$ cat config.mk
export PLATFORM = sky130hd
export DESIGN_NAME = rns_mod_adder_pipe
export DESIGN_NICKNAME = d
export VERILOG_FILES = /design/src/rtl/rns_mod_adder_pipe.sv
export SDC_FILE = /design/constraint.sdc
export NUM_CORES = 1
export LEC_CHECK = 0
export ABC_CLOCK_PERIOD_IN_PS = 3800
export CAP_MARGIN = 25
export CORE_ASPECT_RATIO = 1.25
export CORE_MARGIN = 2
export CORE_UTILIZATION = 44
export CTS_BUF_LIST = sky130_fd_sc_hd__clkbuf_4 sky130_fd_sc_hd__clkbuf_8
export DETAILED_ROUTE_END_ITERATION = 10
export PLACE_DENSITY_LB_ADDON = 0.12
export SYNTH_ARGS = -nofsm -noshare
export SYNTH_HDL_FRONTEND = slang
export SYNTH_SLANG_ARGS = --single-unit
$ cat constraint.sdc
create_clock -name clk -period 3.8 [get_ports clk]
set_input_delay 0.76 -clock clk [delete_from_list [all_inputs] [get_ports clk]]
set_output_delay 0.76 -clock clk [all_outputs]
set_load 0.005 [all_outputs]
$ cat src/rtl/rns_mod_adder_pipe.sv
// rns_mod_adder_pipe: per-channel RNS modular adder, two-stage valid/ready pipeline.
// Each channel k occupies bits [k*W +: W] of every vector port.
// Optional build macro RNS_SUB_EN adds modular subtraction selected by op=1;
// without it op is ignored and only the add datapath exists.
module rns_mod_adder_pipe #(
    parameter int CH = 3,
    parameter int W  = 3
) (
    input  logic            clk,
    input  logic            rst_n,
    input  logic            mod_ld,
    input  logic [CH*W-1:0] mod_in,
    input  logic            in_valid,
    output logic            in_ready,
    input  logic            op,
    input  logic [CH*W-1:0] res_a,
    input  logic [CH*W-1:0] res_b,
    output logic            out_valid,
    input  logic            out_ready,
    output logic [CH*W-1:0] res_out,
    output logic [CH-1:0]   out_err
);

    localparam logic [W-1:0] MTWO = W'(2);

    logic [CH*W-1:0]     modreg;
    logic                v1, v2;
    logic [CH*(W+1)-1:0] raw1, raw_n;
    logic [CH*W-1:0]     m1;
    logic [CH-1:0]       err1, err_n;
    logic [CH*W-1:0]     res2, res_n;
    logic [CH-1:0]       err2;
    logic                s1_adv, s2_adv;

`ifdef RNS_SUB_EN
    logic                op1;
`else
    logic                unused_op;
    assign unused_op = op;
`endif

    // Stage advance: S2 moves when empty or drained; S1 moves when S2 can take it.
    assign s2_adv   = !v2 || out_ready;
    assign s1_adv   = !v1 || s2_adv;
    assign in_ready = s1_adv;

    assign out_valid = v2;
    assign res_out   = res2;
    assign out_err   = err2;

    // Moduli register; a load is seen only by transactions accepted after it.
    always_ff @(posedge clk or negedge rst_n) begin
        if (!rst_n) begin
            modreg <= '1;
        end else if (mod_ld) begin
            modreg <= mod_in;
        end
    end

    // Front end: raw W+1-bit sum (or difference) and range-error flags per channel.
    always_comb begin
        raw_n = '0;
        err_n = '0;
        for (int unsigned k = 0; k < CH; k++) begin
            raw_n[k*(W+1) +: (W+1)] = {1'b0, res_a[k*W +: W]} + {1'b0, res_b[k*W +: W]};
`ifdef RNS_SUB_EN
            if (op) begin
                raw_n[k*(W+1) +: (W+1)] = {1'b0, res_a[k*W +: W]} - {1'b0, res_b[k*W +: W]};
            end
`endif
            err_n[k] = (res_a[k*W +: W] >= modreg[k*W +: W]) ||
                       (res_b[k*W +: W] >= modreg[k*W +: W]) ||
                       (modreg[k*W +: W] < MTWO);
        end
    end

    // S1 register: raw value, modulus snapshot of the acceptance cycle, error flags.
    always_ff @(posedge clk or negedge rst_n) begin
        if (!rst_n) begin
            v1   <= 1'b0;
            raw1 <= '0;
            m1   <= '0;
            err1 <= '0;
`ifdef RNS_SUB_EN
            op1  <= 1'b0;
`endif
        end else if (s1_adv) begin
            v1 <= in_valid;
            if (in_valid) begin
                raw1 <= raw_n;
                m1   <= modreg;
                err1 <= err_n;
`ifdef RNS_SUB_EN
                op1  <= op;
`endif
            end
        end
    end

    // Correction: subtract m once for an add overflow, add m back for a subtract borrow.
    always_comb begin : corr
        logic [W:0] s;
        logic [W:0] mx;
        s     = '0;
        mx    = '0;
        res_n = '0;
        for (int unsigned k = 0; k < CH; k++) begin
            s  = raw1[k*(W+1) +: (W+1)];
            mx = {1'b0, m1[k*W +: W]};
            res_n[k*W +: W] = (s >= mx) ? W'(s - mx) : s[W-1:0];
`ifdef RNS_SUB_EN
            if (op1) begin
                res_n[k*W +: W] = s[W] ? W'(s + mx) : s[W-1:0];
            end
`endif
        end
    end

    // S2 register: corrected result; contents clear when drained with nothing behind.
    always_ff @(posedge clk or negedge rst_n) begin
        if (!rst_n) begin
            v2   <= 1'b0;
            res2 <= '0;
            err2 <= '0;
        end else if (s2_adv) begin
            v2 <= v1;
            if (v1) begin
                res2 <= res_n;
                err2 <= err1;
            end else begin
                res2 <= '0;
                err2 <= '0;
            end
        end
    end

endmodule

; ---- Yosys cells after proc, flatten, opt, wreduce, memory -nomap -nowiden
; Cells that the tools add are included.
[totals]
ff_bits = 47
latchBits = 0
mem_bits_rw = 0
mem_bits_ro = 0
input_bits = 33
out_inout_bits = 14
word_cells = 42
n_memories = 0
[classes]
add_sub_neg = 6
n_mul = 0
div = 0
n_lt_le_gt_ge = 12
n_eq_ne = 0
n_shift = 0
mux = 5
n_bitwise = 0
reduce_logical = 11
[op_table]
columns = cell, count
row1 = 3-bit greater-or-equal comparator, 6
row2 = 3-bit by 3-bit adder with 4-bit output, 3
row3 = 4-bit by 3-bit greater-or-equal comparator with 1-bit output, 3
row4 = 3-bit two-way mux, 4
row5 = 3-bit by 2-bit less-than comparator with 1-bit output (second input constant), 3
row6 = 9-bit two-way mux, 1
row7 = 3-bit subtractor, 3
row8 = 1-bit logical OR, 8
row9 = 1-bit zero test, 2
row10 = 2-bit AND reduction, 1

; ---- Longest topological paths before layout
[logic_depth]
word_depth = 4
ltp_mapped = 6

; ---- Least setup slack after synthesis
; No wires, ideal clock.
[synth_timing]
path_kind = input-to-output
startpoint = input port out_ready
endpoint = output port in_ready
arrival_time_ns = 1.178
slack_ns = 1.862
path_stages = 2
n_path_buf = 1
cell_sequence = nand3b_4 > clkbuf_1
[synth_between]
elab_chain_len = 2
[synth_lines]
columns = element, line
row1 = from (decl), 19  ; input logic out_ready,
row2 = 1-bit logical OR, 43  ; assign s2_adv = !v2 || out_ready;
row3 = 1-bit logical OR, 44  ; assign s1_adv = !v1 || s2_adv;
row4 = to (decl), 14  ; output logic in_ready,
; Every way passes these cells.

; ---- Worst setup path after layout
; Same ends and word-level chain as after synthesis.

==> metrics.txt <==
Finished Core Util 0.5556; clock skew 9.551 ps; clock buffer count from CTS 5; GPL Wtd Cong 0.8072; # port buffers 45; WL final 5.477 mm; Ports 47; asr flop ratio synth 1.000; worst skew pair latency 300 ps; syn_nets 362; post-CTS setup buffers 0; final hold violations 0; Hold Crit Class in2async; Synth Flop Type dfrtp_1; hpwl dp 4.317 mm; area used by multi-input combinational logic 1614 um^2; Reg clk slew, reported paths 90 ps; maximum capacitance violations 0; Initial Util 0.4544; post_cts resized 0; DRT antenna net count 0; startpoint types input pin; CP endpoint kind output pin; # H-tree levels 2; Core Area 6565 um^2; initial DRC count 63; maximum clock insertion buffer count 2; Yosys cell types 45; chip width 77.65 um; largest family of logic cells by synthesized area adder cells; Synth Area in Adders 0.1913; fin crit period 2852 ps; Area growth syn-to-layout 22.27%; Final setup viols 0; xor/xnor cell area share of the yosys netlist 0.008809; clock root buffer master clkbuf_8; Synth Instances 287; via density per instance 5.129; Synth Area in Compound Gates 0.1611; die area 7458 um^2; synthesized cell area 2983 um^2; status completed; Power Density 460.4 nW/um^2; worst IR drop on VDD 0.0002419 V; Crit path arrival time 2090 ps; f_max 0.3507 GHz; Placed Cells 411; sequential cell area 1187 um^2; total gr overflow 0; pin count of the biggest net entering global routing 28; Post-Layout Cell Count 419; Tot GR Track Use 0.1628; total number of yosys warnings 0; FILL cells 579; cts hold-fix bufs 0; register area share after synthesis 0.3981; die height 96.06 um; Final nets 406; register bit total from synthesis 47; R2R Setup Slk 2040 ps; worst slew pin tran 952.9 ps; R2R cell count 6; Avg Cell Area, Syn 10.39 um^2; Max FO, Critical Path 17; vias in the first global route 2104; routed via count 2149; row count 33; worst path required time 3040 ps; Avg WL per Cell 13.07 um; number of diodes 0; max_slew headroom 0.3634; Tcrit/Tclk final 0.7505; multiplexer share of the synthesized area 0.06082; Fin Setup TNS 0 ps; RSZ-0062 raised after global routing no; CP Class in2out; CTS tree done; number of synthesized flops with an enable pin 0; drt drc 0; first-pass GRT wire length 9.646 mm; first-pass iteration count of the detailed router 5; max-slew violation count 0; simple-gate share of the synthesized area 0.1191; Num Clock Sinks 47; initial antenna violation count 0; LEAKAGE 0.001680 uW; share of cells above drive strength 1 0.1355
==> cells by family (layout without fill, tap and decap cells) <==
logic type,count (synthesis),after routing
AO/OA/AOI/OAI,71,71
XOR/XNOR,3,3
adder cells (fa/ha/maj),42,42
buffers and inverters,44,89
flip-flops,47,47
multiplexers,14,14
AND/OR/NAND/NOR,66,66
==> synthesized netlist by cell type, types with 2 or more instances <==
| master | n | area share |
|---|---|---|
| a2111o_1 | 3 | 0.011 |
| a211oi_1 | 6 | 0.015 |
| a21bo_2 | 3 | 0.010 |
| a21o_1 | 5 | 0.013 |
| a21oi_1 | 17 | 0.029 |
| a31oi_1 | 4 | 0.0084 |
| buf_2 | 3 | 0.0050 |
| clkbuf_1 | 4 | 0.0050 |
| dfrtp_1 | 38 | 0.32 |
| dfstp_2 | 9 | 0.079 |
| fa_1 | 6 | 0.040 |
| ha_1 | 36 | 0.15 |
| inv_1 | 34 | 0.043 |
| mux2_2 | 5 | 0.019 |
| mux2_4 | 7 | 0.035 |
| mux2i_1 | 2 | 0.0067 |
| nand2_1 | 25 | 0.031 |
| nand2b_1 | 5 | 0.010 |
| nand3_1 | 10 | 0.017 |
| nand3b_1 | 3 | 0.0075 |
| nor2_1 | 6 | 0.0075 |
| nor2b_1 | 3 | 0.0063 |
| nor3b_1 | 3 | 0.0075 |
| o211ai_1 | 4 | 0.010 |
| o21ai_0 | 18 | 0.030 |
| o221a_2 | 3 | 0.011 |
| o31a_1 | 2 | 0.0059 |
| o31ai_1 | 3 | 0.0075 |
| o41ai_1 | 2 | 0.0059 |
| xnor2_1 | 3 | 0.0088 |
==> through the flow <==
stage | power, uW | worst slack [ps] | hold slack [ps] | area, um^2
5_1_grt | 1810 | 879.1 | 430.9 | 3647
6_report | 1679 | 948.2 | 404.2 | 3647
2_1_floorplan | 1035 | 1862 | 462.8 | 2983
3_3_place_gp | 1238 | 976.1 | 450.5 | 3491
3_5_place_dp | 1253 | 965.0 | 456.0 | 3511
4_1_cts | 1701 | 942.7 | 420.7 | 3647
==> registers in the layout, summed over array words and instances, names as in the netlist <==
register,flops
err1,3
m1,9
modreg,9
out_err,3
out_valid,1
raw1,12
res_out,9
v1,1
==> cell usage in the layout, fill, tap and decap left out, types with 2 or more instances in the layout <==
cell / synthesis / final
nor3b_1: 3 / 3
nand3b_1: 3 / 3
o221a_2: 3 / 3
clkdlybuf4s50_1: 0 / 44
o41ai_1: 2 / 2
bufinv_16: 0 / 2
a21bo_2: 3 / 3
xnor2_1: 3 / 3
inv_1: 34 / 34
o211ai_1: 4 / 4
o31ai_1: 3 / 3
a2111o_1: 3 / 3
nor2b_1: 3 / 3
o31a_1: 2 / 2
dfrtp_1: 38 / 38
a211oi_1: 6 / 6
nor2_1: 6 / 6
dfstp_2: 9 / 9
nand2b_1: 5 / 5
fa_1: 6 / 6
o21ai_0: 18 / 18
a21oi_1: 17 / 17
mux2_4: 7 / 7
nand3_1: 10 / 10
a31oi_1: 4 / 4
nand2_1: 25 / 25
clkbuf_8: 0 / 5
mux2_2: 5 / 5
a21o_1: 5 / 5
mux2i_1: 2 / 2
ha_1: 36 / 36
==> worst max-delay path: stages <==
cell             delay, ps
clkdlybuf4s50_1        520
nand3b_4               270
clkdlybuf4s50_1        540
==> final timing paths <==
kind | from | endpoint
min in group clk | out_err[0] | out_err[0]
worst max-delay path | out_ready | in_ready
worst min register to register | out_err[0] | out_err[0]
worst max register to register | raw1[4] | res_out[5]
worst min-delay path | rst_n | res_out[2]
max in group asynchronous | rst_n | modreg[7]
==> routing by layer <==
layer  track usage  vias to the layer above  part of all wire
met5             0                        -                 0
met4       0.04018                        0             0.011
met1        0.2130                     1009              0.48
met3       0.02814                        6             0.034
li1              -                     1092                 -
met2        0.2816                       42              0.47
==> area by class of cell <==
class,instances,area share
clock buffer,6,0.02093
clock inverter,2,0.01647
inverter,34,0.03499
multi-input combinational,196,0.4425
sequential,47,0.3256
tap,87,0.02985
timing repair buffer,47,0.1297
==> power breakdown <==
part / switching (uW) / leakage (uW) / total, uW / internal, uW
Sequential: 71.3 / 0.000544 / 681 / 609
Clock: 171 / 0.0000688 / 441 / 270
Combinational: 247 / 0.00107 / 557 / 311
No activity file was read; power rests on OpenSTA's default activity.
